===== src/rtl/wb_pkg.sv =====
// ============================================================================
// Module      : wb_pkg
// Description : Shared types for the writeback stage: result select, load
//               func3 codes and the writeback FSM state.
// Revision    : 1.0 - initial release
// ============================================================================
`default_nettype none

package wb_pkg;

  typedef enum logic [2:0] {
    RES_ALU = 3'b000,
    RES_MEM = 3'b001,
    RES_PC4 = 3'b010,
    RES_IMM = 3'b011
  } result_src_t;

  localparam logic [2:0] F3_LB  = 3'b000;
  localparam logic [2:0] F3_LH  = 3'b001;
  localparam logic [2:0] F3_LW  = 3'b010;
  localparam logic [2:0] F3_LD  = 3'b011;
  localparam logic [2:0] F3_LBU = 3'b100;
  localparam logic [2:0] F3_LHU = 3'b101;
  localparam logic [2:0] F3_LWU = 3'b110;

  typedef enum logic [0:0] {
    IDLE     = 1'b0,
    WAIT_MEM = 1'b1
  } wb_state_t;

endpackage

`default_nettype wire


===== src/rtl/load_extend.sv =====
// ============================================================================
// Module      : load_extend
// Description : Combinational load data alignment and sign/zero extension.
// Revision    : 1.0 - initial release
// ============================================================================
`default_nettype none

module load_extend
  import wb_pkg::*;
#(
  parameter int DATA_WIDTH = 64
) (
  input  logic [2:0]            i_func3,
  input  logic [2:0]            i_offset,
  input  logic [DATA_WIDTH-1:0] i_raw,
  output logic [DATA_WIDTH-1:0] o_ext
);

  logic [DATA_WIDTH-1:0] w_shifted;

  // Right shift fills with zeros, so misaligned accesses read 0 above bit 63.
  assign w_shifted = i_raw >> {i_offset, 3'b000};

  always_comb begin
    o_ext = '0;
    case (i_func3)
      F3_LB:   o_ext = {{(DATA_WIDTH-8){w_shifted[7]}},   w_shifted[7:0]};
      F3_LH:   o_ext = {{(DATA_WIDTH-16){w_shifted[15]}}, w_shifted[15:0]};
      F3_LW:   o_ext = {{(DATA_WIDTH-32){w_shifted[31]}}, w_shifted[31:0]};
      F3_LD:   o_ext = w_shifted;
      F3_LBU:  o_ext = {{(DATA_WIDTH-8){1'b0}},  w_shifted[7:0]};
      F3_LHU:  o_ext = {{(DATA_WIDTH-16){1'b0}}, w_shifted[15:0]};
      F3_LWU:  o_ext = {{(DATA_WIDTH-32){1'b0}}, w_shifted[31:0]};
      default: o_ext = '0;
    endcase
  end

endmodule

`default_nettype wire


===== src/rtl/writeback_stage.sv =====
// ============================================================================
// Module      : writeback_stage
// Description : Final pipeline stage; waits for loads, selects the result and
//               issues one registered register-file write per instruction.
//               Optional retire counter enabled by WB_RETIRE_CNT_EN.
// Revision    : 1.0 - initial release
// ============================================================================
`default_nettype none

module writeback_stage
  import wb_pkg::*;
#(
  parameter int ADDR_WIDTH = 64,
  parameter int DATA_WIDTH = 64,
  parameter int REG_ADDR_W = 5
) (
  input  logic                  i_clk,
  input  logic                  i_arst,
  input  logic                  i_valid,
  input  logic                  i_flush,
  input  logic [2:0]            i_result_src,
  input  logic                  i_reg_we,
  input  logic [REG_ADDR_W-1:0] i_rd_addr,
  input  logic [2:0]            i_func3,
  input  logic [DATA_WIDTH-1:0] i_alu_result,
  input  logic [ADDR_WIDTH-1:0] i_pc_plus4,
  input  logic [DATA_WIDTH-1:0] i_imm_ext,
  input  logic                  i_mem_ack,
  input  logic [DATA_WIDTH-1:0] i_mem_read_data,
  output logic                  o_stall,
  output logic                  o_reg_we,
  output logic [REG_ADDR_W-1:0] o_rd_addr,
  output logic [DATA_WIDTH-1:0] o_rd_write_data
`ifdef WB_RETIRE_CNT_EN
  ,
  output logic [63:0]           o_retired_cnt
`endif
);

  wb_state_t             r_state;
  logic                  r_cap_we;
  logic [REG_ADDR_W-1:0] r_cap_rd;
  logic [2:0]            r_cap_func3;
  logic [2:0]            r_cap_off;

  logic                  w_is_mem;
  logic                  w_accept;
  logic [DATA_WIDTH-1:0] w_sel;
  logic [DATA_WIDTH-1:0] w_load_ext;

  assign w_is_mem = (i_result_src == 3'(RES_MEM));
  assign w_accept = (r_state == IDLE) && i_valid && !i_flush;
  assign o_stall  = (r_state == WAIT_MEM);

  always_comb begin
    w_sel = i_alu_result;
    case (result_src_t'(i_result_src))
      RES_PC4: w_sel = DATA_WIDTH'(i_pc_plus4);
      RES_IMM: w_sel = i_imm_ext;
      default: w_sel = i_alu_result;
    endcase
  end

  load_extend #(
    .DATA_WIDTH (DATA_WIDTH)
  ) u_load_extend (
    .i_func3  (r_cap_func3),
    .i_offset (r_cap_off),
    .i_raw    (i_mem_read_data),
    .o_ext    (w_load_ext)
  );

  always_ff @(posedge i_clk or posedge i_arst) begin
    if (i_arst) begin
      r_state         <= IDLE;
      r_cap_we        <= 1'b0;
      r_cap_rd        <= '0;
      r_cap_func3     <= '0;
      r_cap_off       <= '0;
      o_reg_we        <= 1'b0;
      o_rd_addr       <= '0;
      o_rd_write_data <= '0;
    end else begin
      o_reg_we <= 1'b0;
      case (r_state)
        IDLE: begin
          if (w_accept) begin
            if (w_is_mem) begin
              r_state     <= WAIT_MEM;
              r_cap_we    <= i_reg_we;
              r_cap_rd    <= i_rd_addr;
              r_cap_func3 <= i_func3;
              r_cap_off   <= i_alu_result[2:0];
            end else if (i_reg_we && (i_rd_addr != '0)) begin
              o_reg_we        <= 1'b1;
              o_rd_addr       <= i_rd_addr;
              o_rd_write_data <= w_sel;
            end
          end
        end
        WAIT_MEM: begin
          // Flush wins over a same-cycle ack; the load is abandoned.
          if (i_flush) begin
            r_state <= IDLE;
          end else if (i_mem_ack) begin
            r_state <= IDLE;
            if (r_cap_we && (r_cap_rd != '0)) begin
              o_reg_we        <= 1'b1;
              o_rd_addr       <= r_cap_rd;
              o_rd_write_data <= w_load_ext;
            end
          end
        end
        default: r_state <= IDLE;
      endcase
    end
  end

`ifdef WB_RETIRE_CNT_EN
  logic w_retire;

  assign w_retire = (w_accept && !w_is_mem) ||
                    ((r_state == WAIT_MEM) && !i_flush && i_mem_ack);

  always_ff @(posedge i_clk or posedge i_arst) begin
    if (i_arst) begin
      o_retired_cnt <= '0;
    end else if (w_retire) begin
      o_retired_cnt <= o_retired_cnt + 64'd1;
    end
  end
`endif

endmodule

`default_nettype wire

===== config.mk =====
export PLATFORM = sky130hd
export DESIGN_NAME = writeback_stage
export DESIGN_NICKNAME = d
export VERILOG_FILES = /design/src/rtl/wb_pkg.sv /design/src/rtl/load_extend.sv /design/src/rtl/writeback_stage.sv
export SDC_FILE = /design/constraint.sdc
export NUM_CORES = 1
export LEC_CHECK = 0
export CORE_AREA = 2 2 133 135
export CTS_BUF_LIST = sky130_fd_sc_hd__clkbuf_8
export DETAILED_ROUTE_END_ITERATION = 7
export DIE_AREA = 0 0 135 137
export GPL_TIMING_DRIVEN = 0
export PLACE_DENSITY = 0.87
export REMOVE_ABC_BUFFERS = 1
export SLEW_MARGIN = 10
export SYNTH_ARGS = -nofsm -noshare
export SYNTH_HDL_FRONTEND = slang
export SYNTH_HIERARCHICAL = 1
export SYNTH_SLANG_ARGS = --single-unit
export TNS_END_PERCENT = 30

===== constraint.sdc =====
create_clock -name i_clk -period 4.8 [get_ports i_clk]
set_clock_uncertainty 0.05 [all_clocks]
set_input_delay 0.96 -clock i_clk [delete_from_list [all_inputs] [get_ports i_clk]]
set_output_delay 0.96 -clock i_clk [all_outputs]
set_load 0.05 [all_outputs]

---- After elaboration in Yosys (flattened, before gate mapping) ----
Cells that the tools add are included.
storage, ports and cells
  word-level logic and storage cells ...... 63
  output and inout port bits .............. 71
  bits in registers ....................... 83
  bits of input ports ..................... 273
operators by class
  mux-type cells .......................... 28
  shifts and indexed selects .............. 1
  equal/unequal tests ..................... 15
  bitwise operators ....................... 1
  reductions and logical operators ........ 10
operators by type and width
  kind                                                                     number
  64-bit one-hot mux with 7 select lines                                   1
  64-bit two-way mux                                                       6
  64-bit one-hot mux with 2 select lines                                   2
  64-bit by 6-bit right shift with 64-bit output                           1
  5-bit two-way mux                                                        6
  3-bit by 2-bit equality test with 1-bit output, second input constant    4
  1-bit two-way mux                                                        10
  5-bit one-hot mux with 2 select lines                                    1
  5-bit nonzero test                                                       2
  3-bit equality test, second input constant                               3
  2-bit inequality test, second input constant                             4
  3-bit by 1-bit equality test with 1-bit output, second input constant    2
  6-bit AND reduction                                                      1
  1-bit logical AND                                                        4
  2-bit by 1-bit inequality test with 1-bit output, second input constant  2
  1-bit one-hot mux with 2 select lines                                    2
  3-bit logical NOT                                                        1
  3-bit AND reduction                                                      1
  1-bit logical NOT                                                        1
  1-bit inverter                                                           1

---- Logic depth before layout (Yosys ltp) ----
  depth after elaboration ................. 6
  mapped depth ............................ 11
  depth with buffers taken out ............ 7

---- Modules after synthesis ----
The synthesis kept the hierarchy.
by module, submodules not included
  module           instances  sequential area each (um2)  area each (um2)  cells an instance
  writeback_stage  1          2077.0                      5492.8           555
  load_extend      1          0.0                         2533.7           289

---- Worst setup path after synthesis ----
Ideal clock, no wire load.
  path type ............................... input to register
  start ................................... input port i_rd_addr[1]
  end ..................................... register o_rd_addr[4]
  buffers on the path ..................... 1
  library setup time ...................... 0.125 ns
  data arrival time ....................... 2.326 ns
  required time ........................... 4.625 ns
  stages .................................. 5
  slack ................................... 2.298 ns
  cells stage by stage .................... or4_1 > o2111ai_1 > a22oi_2 > buf_6 > mux2_4
on the way
  longest elaborated chain between the ends .. 4
RTL lines
  item                                                        RTL line                RTL
  start: declaration                                          writeback_stage.sv:23   input logic [REG_ADDR_W-1:0] i_rd_addr,
  5-bit nonzero test                                          writeback_stage.sv:94   end else if (i_reg_we && (i_rd_addr != '0)) begin
  1-bit logical AND                                           writeback_stage.sv:94
  2-bit by 1-bit inequality test with 1-bit output (no line)  n/a
  6-bit AND reduction (no line)                               n/a
  end signal: assignment                                      writeback_stage.sv:96   o_rd_addr <= i_rd_addr;
  end signal: assignment                                      writeback_stage.sv:109  o_rd_addr <= r_cap_rd;
  end: declaration                                            writeback_stage.sv:32   output logic [REG_ADDR_W-1:0] o_rd_addr,
Every way passes these cells.
A chain may end at the register's enable or synchronous reset.

---- Final worst setup path ----
  start ................................... register r_cap_off[2]
  end ..................................... register o_rd_write_data[59]
on the way
  longest elaborated chain between the ends .. 6
RTL lines
  item                                            RTL line                RTL
  start: declaration                              writeback_stage.sv:44   logic [2:0] r_cap_off;
  start signal: assignment                        writeback_stage.sv:93   r_cap_off <= i_alu_result[2:0];
  64-bit by 6-bit right shift with 64-bit output  load_extend.sv:22       assign w_shifted = i_raw >> {i_offset, 3'b000};
  64-bit one-hot mux with 7 select lines          load_extend.sv:26       case (i_func3)
  net w_load_ext[59]                              writeback_stage.sv:49   logic [DATA_WIDTH-1:0] w_load_ext;
  64-bit two-way mux                              writeback_stage.sv:107  if (r_cap_we && (r_cap_rd != '0)) begin
  64-bit two-way mux                              writeback_stage.sv:105  end else if (i_mem_ack) begin
  64-bit two-way mux                              writeback_stage.sv:103  if (i_flush) begin
  64-bit one-hot mux with 2 select lines          writeback_stage.sv:85   case (r_state)
  end signal: assignment                          writeback_stage.sv:97   o_rd_write_data <= w_sel;
  end signal: assignment                          writeback_stage.sv:110  o_rd_write_data <= w_load_ext;
  end: declaration                                writeback_stage.sv:33   output logic [DATA_WIDTH-1:0] o_rd_write_data
The timed path passes the listed nets, and every way through them passes these cells. The select of a mux whose other input is x is not followed.

==> metrics.md <==
| Metric | Value |
|---|---|
| Worst path depth | `8` |
| CTS tree | `yes` |
| Chip height | `137 um` |
| Final count of hold timing violations | `0` |
| FF+latch area | `0.00209 mm^2` |
| RR Endpoint | `o_rd_write_data[59]` |
| Dpl cells | `about 1300` |
| Pwr dens | `around 360 mW/mm^2` |
| CP arrival | `3.74 ns` |
| Worst reg-to-reg path cell count | `8` |
| Cell taking the most area after synthesis | `dfrtp_1` |
| Synth-to-layout area growth | `45.9%` |
| Initial Util | `0.471` |
| Post-CTS setup buffer count | `0` |
| Max frequency | `between 0.2 and 0.3 GHz` |
| Fin cells | `approximately 1400` |
| Vias in the first global route | `8150` |
| Largest net degree at the start of global routing | `between 70 and 80` |
| Top post-synthesis cells by area | `dfrtp_1 26%, mux2_4 15%, mux4_2 8.1%, a211oi_1 6.0%, o31ai_1 6.0%` |
| Status | `finished clean` |
| EDFF count, synth | `0` |
| Die X | `~140 um` |
| Io pins | `around 340` |
| Post_cts resized | `0` |
| Ys Warns | `6` |
| Die Area | `between 0.015 and 0.02 mm^2` |
| First-pass GRT wire length | `around 45000 um` |
| Post-Synthesis Cells | `roughly 840` |
| Clock Sinks | `slightly above 80` |
| Std cell rows | `between 40 and 50` |
| Avg Cell Area, Syn | `between 9 and 10 um^2` |
| DRT Pass-1 Iters | `5` |
| Total Wirelength | `between 20000 and 30000 um` |
| Comb pwr share | `0.607` |
| Clk buf depth | `2` |
| # diodes | `0` |
| Final min period | `roughly 3.5 ns` |
| Relative slew margins | `0.251` |
| Ys flop type | `dfrtp_1` |
| Number of max-cap violations | `0` |
| Total via count in the routed design | `8120` |
| Sequential area share after synthesis | `0.259` |
| Post-synth top area share | `0.259` |
| Top delay family on crit path | `simple AND/OR/NAND/NOR gates` |
| Total power | `approximately 4200 uW` |
| # setup viols final | `0` |
| Worst Setup End Kind | `flop` |
| Clock Tree Root | `clkbuf_8` |
| Critical-path cell list | `buf_16 -> and4bb_1 -> nor3b_2 -> nand2_1 -> nand4_1 -> nand2_1 -> o31ai_1 -> mux2_4` |
| GRT Overall Usage | `0.313` |
| Max VDD drop | `roughly 0.00024 V` |
| Static Leak | `around 0.0044 uW` |
| Core box area | `roughly 0.017 mm^2` |
| RR Startpoint | `r_cap_off[2]` |
| Port bufs | `around 340` |
| Post-DR vias/cell | `approximately 6.0` |
| Worst setup path class | `reg2reg` |
| Filler instances | `between 1000 and 1500` |
| Post-synthesis cell area | `between 0.008 and 0.009 mm^2` |
| Destination of the worst hold path | `o_rd_write_data[10]` |
| CTS Buf Count | `9` |
| RSZ-0062 raised after global routing | `no` |
| H-tree depth | `3` |
| Setup TNS | `0 ns` |
| Routed Antenna Nets | `0` |
| Yosys cell types | `42` |
| Worst min-delay path category | `reg2reg` |
| Clock Pin Slew Worst Setup and Hold Paths | `around 0.1 ns` |
| Worst path bufs/invs | `1` |
| Most common cell in the netlist | `nand2_1` |
| Setup crit start kind | `flop` |
| Clock network power share | `0.135` |
| Crit-path max FO | `25` |
| Fin crit share | `0.722` |
| Placer Congestion | `just over 0.8` |
| Cts hold-fix bufs | `0` |
| R2R Setup Slk | `~1.3 ns` |
| Worst-Margin Slew | `about 1.1 ns` |
| WHS | `about 0.47 ns` |
| Hpwl dp | `21600 um` |
| Multi-input gate area | `about 0.0054 mm^2` |
| Initial antenna violation count | `0` |
| Util after Layout | `0.687` |
| Async set-or-reset flop fraction in the synthesized netlist | `1.00` |
| Setup crit start | `r_cap_off[2]` |
| Switch share | `0.451` |
| Share of cells above drive strength 1 | `0.165` |
| Hold_sp | `o_rd_write_data[10]` |
| Delay of the slowest critical-path stage | `just over 0.9 ns` |
| Reg power frac | `0.259` |
| Internal power | `between 2000 and 2500 uW` |
| Yosys reg bits | `83` |
| GRT overflow | `0` |
| Most used cell, CP | `nand2_1` |
| Top post-synthesis cells by count | `105 x nand2_1, 83 x dfrtp_1, 81 x mux2_4, 76 x nor2_1, 76 x nor2b_1` |
| Clk Latency, worst-skew pair | `approximately 0.39 ns` |
| Switching pwr | `around 1900 uW` |
| DRC viols | `0` |
| Worst Path Required | `between 5 and 6 ns` |
| Final net count | `1398` |
| Max-slew violation total from the final report | `0` |
| Hold depth | `1` |
| DR iter-0 viols | `between 600 and 700` |
| Drt wl/cell | `~22 um` |
| CP max stage cell | `and4bb_1` |
-- power groups by stage --
stage                     sequential [uW]  combinational, uW  clock (uW)
after floorplan                      1730                989           0
after global placement               1160               2450           0
after detailed placement             1100               2550           0
after CTS                            1090               2560         576
after global routing                 1120               2700         600
final                                1090               2570         569
-- placed cells by master (no fill, tap or decap), types with 12 or more instances in the layout --
cell type and instances:
clkdlybuf4s50_1 342, nand2_1 105, mux2_4 81, dfrtp_1 79, nor2_1 76, nor2b_1 75, a211oi_1 64, o31ai_1 64
nand4_1 33, mux4_2 29, mux2_2 28, mux2i_1 27, nand3_1 12
-- metrics by stage --
step | instance area (um^2) | worst slack [ns]
3_5_place_dp | 11500 | 0.758
4_1_cts | 11700 | 1.14
6_report | 11700 | 1.34
3_3_place_gp | 11200 | -4.58
5_1_grt | 11700 | 1.15
2_1_floorplan | 7480 | -1.95
-- how the worst max path moves through the flow --
stage / slack, ns / end
after floorplan: -1.95 / o_rd_addr[0]
after global placement: -4.58 / o_rd_write_data[12]
after detailed placement: 0.76 / o_rd_write_data[25]
after CTS: 1.14 / o_rd_write_data[25]
after global routing: 1.15 / o_rd_write_data[59]
final: 1.34 / o_rd_write_data[59]
-- state kept, by name, indices dropped and copies added, names as in the netlist --
name,cells
r_cap_we,1
r_cap_off,3
o_reg_we,1
r_cap_rd,5
o_stall,1
o_rd_addr,5
o_rd_write_data,64
r_cap_func3,3
-- routing by layer --
metal  wire length (um)  vias to the layer above  track usage
met3               2530                       52       0.0674
met2              15000                      443        0.553
met5                  0                        -            0
met1              11300                     3934        0.382
li1                   -                     3691            -
met4                634                        0       0.0949
-- worst reg2reg max path: stages (launching register included) --
cell	delay [ns]
dfrtp_2	0.64
buf_16	0.27
and4bb_1	0.92
nor3b_2	0.86
nand2_1	0.14
nand4_1	0.12
nand2_1	0.13
o31ai_1	0.09
mux2_4	0.18
-- logic make-up after synthesis --
group / after synthesis / share of synthesized area
multiplexers: 166 / 0.308
flip-flops: 83 / 0.259
AND/OR/NAND/NOR: 330 / 0.203
buffers and inverters: 91 / 0.0692
AO/OA/AOI/OAI: 174 / 0.161
-- layout make-up --
class | count | area share
multi-input combinational | 670 | 0.463
timing repair buffer | 359 | 0.317
clock buffer | 9 | 0.0106
clock inverter | 7 | 0.00705
inverter | 2 | 0.000855
tap | 225 | 0.0240
sequential | 83 | 0.178
Power figures use the tool's default switching activity.
